===== src/rtl/calc_arbiter.sv =====
// Two-client round-robin sequencer in front of a shared calculator datapath.
// Optional CALC_STATS_EN adds saturating operation/timeout counters.
module calc_arbiter #(
  parameter int width   = 8,
  parameter int TIMEOUT = 64
) (
  input  logic               clock_i,
  input  logic               reset_i,
  input  logic               req0_i,
  input  logic [width-1:0]   a0_i,
  input  logic [width-1:0]   b0_i,
  input  logic [1:0]         fct0_i,
  output logic               ack0_o,
  output logic [2*width-1:0] res0_o,
  output logic [2*width-1:0] rem0_o,
  output logic               valid0_o,
  input  logic               req1_i,
  input  logic [width-1:0]   a1_i,
  input  logic [width-1:0]   b1_i,
  input  logic [1:0]         fct1_i,
  output logic               ack1_o,
  output logic [2*width-1:0] res1_o,
  output logic [2*width-1:0] rem1_o,
  output logic               valid1_o,
  output logic               calc_start_o,
  output logic [width-1:0]   calc_a_o,
  output logic [width-1:0]   calc_b_o,
  output logic [1:0]         calc_fct_o,
  input  logic [2*width-1:0] calc_res_i,
  input  logic [2*width-1:0] calc_rem_i,
  input  logic               calc_done_i,
  output logic               busy_o,
`ifdef CALC_STATS_EN
  output logic [15:0]        ops_cnt_o,
  output logic [15:0]        tmo_cnt_o,
`endif
  output logic               timeout_o
);

  localparam int CNT_W = $clog2(TIMEOUT);
  localparam logic [CNT_W-1:0] CNT_LAST = CNT_W'(TIMEOUT - 1);

  typedef enum logic [1:0] {S_IDLE, S_START, S_WAIT, S_RELEASE} state_t;

  state_t             state_q, state_d;
  logic               ptr_q, ptr_d;
  logic               gnt_q, gnt_d;
  logic [CNT_W-1:0]   cnt_q, cnt_d;
  logic [1:0]         ack_q, ack_d;
  logic [1:0]         valid_q, valid_d;
  logic               start_q, start_d;
  logic               timeout_q, timeout_d;
  logic               busy_q, busy_d;
  logic [width-1:0]   calc_a_q, calc_a_d, calc_b_q, calc_b_d;
  logic [1:0]         calc_fct_q, calc_fct_d;
  logic [2*width-1:0] res0_q, res0_d, rem0_q, rem0_d;
  logic [2*width-1:0] res1_q, res1_d, rem1_q, rem1_d;

  logic any_req;
  logic gnt_sel;

  // On a tie the client that was not served last wins.
  assign any_req = req0_i | req1_i;
  assign gnt_sel = (req0_i & req1_i) ? ~ptr_q : req1_i;

  // NOTE: sequential state uses non-blocking assignments so every register
  // samples the pre-edge values regardless of process ordering.
  always_ff @(posedge clock_i) begin
    if (!reset_i) state_q <= S_IDLE;
    else          state_q <= state_d;
  end

  always_comb begin
    state_d = state_q;
    case (state_q)
      S_IDLE:    if (any_req) state_d = S_START;
      S_START:   state_d = S_WAIT;
      S_WAIT:    if (calc_done_i || cnt_q == CNT_LAST) state_d = S_RELEASE;
      S_RELEASE: if (!calc_done_i) state_d = S_IDLE;
      default:   state_d = S_IDLE;
    endcase
  end

  // NOTE: every output of this block gets a default first, so no path
  // through the case statement can infer a latch.
  always_comb begin
    ptr_d      = ptr_q;
    gnt_d      = gnt_q;
    cnt_d      = cnt_q;
    ack_d      = 2'b00;
    valid_d    = 2'b00;
    start_d    = 1'b0;
    timeout_d  = 1'b0;
    busy_d     = (state_d != S_IDLE);
    calc_a_d   = calc_a_q;
    calc_b_d   = calc_b_q;
    calc_fct_d = calc_fct_q;
    res0_d     = res0_q;
    rem0_d     = rem0_q;
    res1_d     = res1_q;
    rem1_d     = rem1_q;
    case (state_q)
      S_IDLE: begin
        if (any_req) begin
          gnt_d          = gnt_sel;
          ptr_d          = gnt_sel;
          ack_d[gnt_sel] = 1'b1;
          start_d        = 1'b1;
          calc_a_d       = gnt_sel ? a1_i   : a0_i;
          calc_b_d       = gnt_sel ? b1_i   : b0_i;
          calc_fct_d     = gnt_sel ? fct1_i : fct0_i;
        end
      end
      S_START: cnt_d = '0;
      S_WAIT: begin
        cnt_d = cnt_q + CNT_W'(1);
        if (calc_done_i || cnt_q == CNT_LAST) begin
          valid_d[gnt_q] = 1'b1;
          timeout_d      = !calc_done_i;
          if (gnt_q) begin
            res1_d = calc_done_i ? calc_res_i : '0;
            rem1_d = calc_done_i ? calc_rem_i : '0;
          end else begin
            res0_d = calc_done_i ? calc_res_i : '0;
            rem0_d = calc_done_i ? calc_rem_i : '0;
          end
        end
      end
      default: ;
    endcase
  end

  // NOTE: the datapath registers are reset too, because results and latched
  // operands must read as zero after reset, not merely be flagged invalid.
  always_ff @(posedge clock_i) begin
    if (!reset_i) begin
      ptr_q      <= 1'b1;
      gnt_q      <= 1'b0;
      cnt_q      <= '0;
      ack_q      <= 2'b00;
      valid_q    <= 2'b00;
      start_q    <= 1'b0;
      timeout_q  <= 1'b0;
      busy_q     <= 1'b0;
      calc_a_q   <= '0;
      calc_b_q   <= '0;
      calc_fct_q <= '0;
      res0_q     <= '0;
      rem0_q     <= '0;
      res1_q     <= '0;
      rem1_q     <= '0;
    end else begin
      ptr_q      <= ptr_d;
      gnt_q      <= gnt_d;
      cnt_q      <= cnt_d;
      ack_q      <= ack_d;
      valid_q    <= valid_d;
      start_q    <= start_d;
      timeout_q  <= timeout_d;
      busy_q     <= busy_d;
      calc_a_q   <= calc_a_d;
      calc_b_q   <= calc_b_d;
      calc_fct_q <= calc_fct_d;
      res0_q     <= res0_d;
      rem0_q     <= rem0_d;
      res1_q     <= res1_d;
      rem1_q     <= rem1_d;
    end
  end

`ifdef CALC_STATS_EN
  logic [15:0] ops_cnt_q, tmo_cnt_q;

  // Counters step on the same edge that raises valid/timeout, saturating.
  always_ff @(posedge clock_i) begin
    if (!reset_i) begin
      ops_cnt_q <= '0;
      tmo_cnt_q <= '0;
    end else begin
      if ((|valid_d) && ops_cnt_q != 16'hFFFF) ops_cnt_q <= ops_cnt_q + 16'd1;
      if (timeout_d && tmo_cnt_q != 16'hFFFF)  tmo_cnt_q <= tmo_cnt_q + 16'd1;
    end
  end

  assign ops_cnt_o = ops_cnt_q;
  assign tmo_cnt_o = tmo_cnt_q;
`endif

  assign ack0_o       = ack_q[0];
  assign ack1_o       = ack_q[1];
  assign valid0_o     = valid_q[0];
  assign valid1_o     = valid_q[1];
  assign res0_o       = res0_q;
  assign rem0_o       = rem0_q;
  assign res1_o       = res1_q;
  assign rem1_o       = rem1_q;
  assign calc_start_o = start_q;
  assign calc_a_o     = calc_a_q;
  assign calc_b_o     = calc_b_q;
  assign calc_fct_o   = calc_fct_q;
  assign busy_o       = busy_q;
  assign timeout_o    = timeout_q;

endmodule


===== config.mk =====
export PLATFORM = sky130hd
export DESIGN_NAME = calc_arbiter
export DESIGN_NICKNAME = d
export VERILOG_FILES = /design/src/rtl/calc_arbiter.sv
export SDC_FILE = /design/constraint.sdc
export NUM_CORES = 1
export LEC_CHECK = 0
export BUFFER_PORTS_ARGS = -buffer_cell sky130_fd_sc_hd__clkbuf_2
export CORE_ASPECT_RATIO = 1.1
export CORE_MARGIN = 1.5
export CORE_UTILIZATION = 30
export DETAILED_ROUTE_END_ITERATION = 7
export GPL_ROUTABILITY_DRIVEN = 0
export HOLD_SLACK_MARGIN = 0.03
export PLACE_DENSITY_LB_ADDON = 0.12
export SLEW_MARGIN = 5
export SYNTH_ARGS = -nofsm -noshare
export SYNTH_HDL_FRONTEND = slang
export SYNTH_SLANG_ARGS = --single-unit

===== constraint.sdc =====
create_clock -name clock_i -period 2.3 [get_ports clock_i]
set_clock_uncertainty 0.15 [all_clocks]
set_input_delay 0.46 -clock clock_i [delete_from_list [all_inputs] [get_ports clock_i]]
set_output_delay 0.46 -clock clock_i [all_outputs]
set_load 0.005 [all_outputs]

Word level (Yosys, flattened, before mapping)
Index checks and enable logic that the tools add are counted.
{"block": "totals", "regBits": 99, "latch_bits": 0, "ramBits": 0, "romBits": 0, "inputBits": 73, "output_inout_bits": 89, "word_cells": 58, "n_memories": 0}
{"block": "op_classes", "add_sub_neg": 1, "multipliers": 0, "div_mod_pow": 0, "n_lt_le_gt_ge": 4, "eq_ne": 4, "n_shift": 0, "n_mux": 16, "bitwise": 4, "reduce_logical": 13}
{"cell": "$mux 16", "count": 2}
{"cell": "$mux 8", "count": 2}
{"cell": "$pmux 6 s2", "count": 1}
{"cell": "$reduce_and 3->1", "count": 4}
{"cell": "$mux 2", "count": 4}
{"cell": "$pmux 2 s4", "count": 1}
{"cell": "$add 6x1->6 const B", "count": 1}
{"cell": "$eq 6x6->1 const B", "count": 1}
{"cell": "$eq 2x2->1 const B", "count": 2}
{"cell": "$lt 1x2->1 const B", "count": 2}
{"cell": "$mux 1", "count": 4}
{"cell": "$reduce_and 2->1", "count": 2}
{"cell": "$reduce_bool 2->1", "count": 2}
{"cell": "$demux 1 s1", "count": 2}
{"cell": "$eq 2x1->1 const B", "count": 1}
{"cell": "$ge 1x1->1 const B", "count": 2}
{"cell": "$logic_and 1x1->1", "count": 2}
{"cell": "$logic_not 2->1", "count": 1}
{"cell": "$not 1->1", "count": 2}
{"cell": "$and 1x1->1", "count": 1}
{"cell": "$logic_not 1->1", "count": 1}
{"cell": "$logic_or 1x1->1", "count": 1}
{"cell": "$or 1x1->1", "count": 1}

Logic depth before layout (Yosys ltp)
{"block": "depth", "depth_word": 6, "ltp_mapped": 7, "ltp_nobuf": 5}

Worst setup path before layout
No wires, ideal clock.
{"block": "synth_path", "path_kind": "reg-to-reg", "startpoint": "register state_q[0]", "endpoint": "register rem1_q[10] (netlist: rem1_o[10])", "setup_time_ns": 0.072, "arrival_time_ns": 1.589, "required_time_ns": 2.078, "path_slack_ns": 0.489, "path_stages_with_launch": 7, "n_path_buf": 1, "period_less_slack_ns": 1.811, "cell_sequence": "dfxtp_1 inv_1 ha_1 and3_1 a32oi_4 buf_6 mux2i_1"}
{"block": "synth_via", "elab_chain_len": 2}
{"item": "start, declared", "line_no": "45", "text": "state_t state_q, state_d;"}
{"item": "start signal, assigned", "line_no": "70", "text": "else state_q <= state_d;"}
{"item": "$eq 2x2->1", "line_no": "102", "text": "case (state_q)"}
{"item": "$reduce_and 3->1 (no source line)"}
{"item": "end signal, assigned", "line_no": "167", "text": "rem1_q <= rem1_d;"}
{"item": "end, declared", "line_no": "57", "text": "logic [2*width-1:0] res1_q, res1_d, rem1_q, rem1_d;"}
Every way passes these cells.
A chain may end at the register's enable or synchronous reset.

Worst setup path after layout
{"block": "layout_path", "startpoint": "register state_q[0]", "endpoint": "register rem1_q[6] (netlist: rem1_o[6])"}
The elaborated chain is that of the path after synthesis.

==> run_results.csv <==
group,metric,value,unit
drt,wl_per_cell,14.19,um
global_route,grt_pass1_vias,3264,
die,ioPinCount,162,
worst_hold_path,min_from,"calc_res_i[15]",
clock_network,clk-insertion-delay-late,0.33,ns
setup_path,rrSetupSlack,0.32,ns
timing,timing.slew.headroom,57.64,%
clock_network,clkTransAtPathRegs,0.06,ns
cells_and_area,drive_above_1_share,34.05,%
die,die_w,112.8,um
setup_path,required,2.41,ns
timing,timing.final.crit_share,85.88,%
setup_path,r2r_end,"rem1_o[6]",
synth,synthesis.area,0.003980,sq mm
global_route,grt_pass1_wl,15980,um
place,place_hpwl,7325,um
synth,ys_seq_area_share,49.80,%
drt,drt_iter0_markers,144,
clock_network,clock_path_buffers,2,
setup_path,rr_worst_depth,6,
global_route,grt_antenna_before_repair,0,
timing,fmax,506.2,MHz
drt,ant_nets,0,
worst_hold_path,hold_path.class,"input port to flip-flop",
timing,rsz0062_at_grt,"false",
drt,drcViolationCount,0,
synth,synthesis.nets,477,
clock_network,cts_max_level,3,
power,p_leak,2.675,nW
setup_path,crit_fanout,10,
clock_network,cts_tree,"done",
drt,routed_wl,10110,um
status,status,"finished clean",
cells_and_area,antennaDiodeCount,0,
clock_network,hold_buffers,0,
synth,syn_inst,400,
synth,yosysMostFrequentCell,"dfxtp_1",
synth,yosys.area.top_type,"dfxtp_1",
global_route,grt_start_max_net_pins,70,
synth,yosys.area_share.adder,1.257,%
global_route,gr-total-overflow,0,
timing,worst_slack,0.3247,ns
clock_network,cts_root_buffer,"clkbuf_16",
setup_path,startpoint_type,"flip-flop",
timing,finalMaxSlewViolations,0,
synth,muxShareOfSynthArea,20.87,%
worst_hold_path,hold-path-cell-count,3,
place,dpl_cell_area,0.004902,sq mm
timing,fin_crit,1.975,ns
die,fp.dieH,123.8,um
synth,synth-simple-area-share,13.52,%
place,dp.cells,697,
synth,synthTopCellsByArea,"dfxtp_1 50%, mux2i_1 21%, nand2_1 6.3%",
global_route,grt_usage,14.55,%
clock_network,cts_buffers,9,
synth,synth_top_area_share,49.80,%
timing,timing.hold.ws,0.2525,ns
die,initial_core_util,31.08,%
timing,setup_viol,0,
drt,vias,3361,
synth,synth_xor_xnor_area_share,0.8802,%
cells_and_area,nets,628,
cells_and_area,design_area,0.005182,sq mm
place,pre_cts_ws,0.3286,ns
timing,tns,0,ns
synth,synth_area_per_cell,9.950,sq um
power,p_total,4.344,mW
synth,synth-compound-area-share,8.394,%
drt,dr.pass1.iters,4,
synth,ys_async_sr_fraction,0,%
die,rows,43,
timing,tightest_slew,0.6288,ns
drt,vias_per_cell,4.721,
worst_hold_path,min_to,"res0_o[15]",
synth,ys_top_cells_by_count,"99 x dfxtp_1, 83 x mux2i_1, 67 x nand2_1",
power,peakVddDrop,456.4,uV
clock_network,clock-sinks,99,
setup_path,setup.worst_path.end_class,"flip-flop",
cells_and_area,layout.cells.non_filler,712,
die,die_area,0.01397,sq mm
clock_network,postCtsSetupBuffers,0,
power,p_per_area,838.3,mW/mm^2
place,placement.io_buffers,161,
synth,synth_top_family_by_area,"multiplexers",
flow_run,max_cap_viol_count,0,
synth,synth_seq_cells,99,
cells_and_area,syn_to_final_growth,30.21,%
synth,ys_types,34,
cells_and_area,utilization,40.47,%
setup_path,r2r_start,"state_q[0]",
synth,synth_ff_type,"dfxtp_1",
timing,finalHoldViolations,0,
synth,yosysWarnings,0,
setup_path,critPathKind,"flip-flop to flip-flop",
clock_network,post_cts_resized,0,
synth,synth-edff-count,0,
setup_path,cp.arrival,2.08,ns
die,coreArea,0.01280,sq mm
==> critical path, stage by stage (launching register included) <==
cell and delay, ns:
dfxtp_1 0.38, inv_1 0.09, ha_1 0.29, and3_1 0.27
a32oi_4 0.22, buf_4 0.26, mux2i_1 0.23
==> cells by family (layout without fill, tap and decap cells) <==
group	count (synthesis)	after routing
multiplexers	83	83
flip-flops	99	99
AND/OR/NAND/NOR	122	122
adder cells (fa/ha/maj)	4	4
buffers and inverters	35	190
XOR/XNOR	4	4
AO/OA/AOI/OAI	53	53
==> worst max path at each step <==
stage          startpoint          to  slack, ns  depth (start not counted)
2_1_floorplan  state_q[0]  rem1_o[10]       0.49                          6
3_3_place_gp   state_q[0]   rem1_o[6]       0.45                          6
3_5_place_dp   state_q[0]   rem1_o[6]       0.33                          6
4_1_cts        state_q[0]   rem1_o[6]       0.32                          6
5_1_grt        state_q[0]   rem1_o[6]       0.21                          6
6_report       state_q[0]   rem1_o[6]       0.32                          6
==> sequential cells by signal, indices dropped and copies added (netlist names) <==
register and cells:
ack_q 2, calc_b_o 8, rem1_o 16, valid_q 2, rem0_o 16, calc_fct_o 2
timeout_o 1, res1_o 16, busy_o 1, calc_a_o 8, state_q 2, res0_o 16
cnt_q 6, ptr_q 1, calc_start_o 1, gnt_q 1
==> area by class of cell <==
class / count / area, sq um
clock buffers: 12 / 256.5
clock inverters: 3 / 23.77
fillers: 1289 / 7622
inverters: 5 / 18.77
multi-input cells: 266 / 1792
flip-flops and latches: 99 / 1982
well taps: 157 / 196.4
repair buffers: 170 / 913.4
==> metal layers <==
metal,up-vias,track usage (%),wire [um]
met5,-,0,0
met4,0,6.962,213
met3,15,2.676,417
met2,93,25.30,5003
met1,1558,17.47,4470
li1,1695,-,-
==> cells in the final DEF, fill, tap and decap left out, drive strengths merged, types with 2 or more instances in the layout <==
cell / netlist / routed
nand3: 32 / 32
mux2i: 83 / 83
ha: 4 / 4
clkinvlp: 0 / 2
xor2: 3 / 3
buf: 10 / 10
nand4: 3 / 3
inv: 5 / 5
nand2: 67 / 67
dfxtp: 99 / 99
clkbuf: 20 / 172
o21ai: 23 / 23
nor2: 11 / 11
a21oi: 21 / 21
and3: 3 / 3
==> report_power, final <==
part	switching, mW	leakage [nW]	internal [mW]
sequential	0.103	0.804	1.90
clock	0.630	0.131	0.789
combinational	0.506	1.74	0.414
total	1.24	2.68	3.10
(Power assumes the default switching activity.)
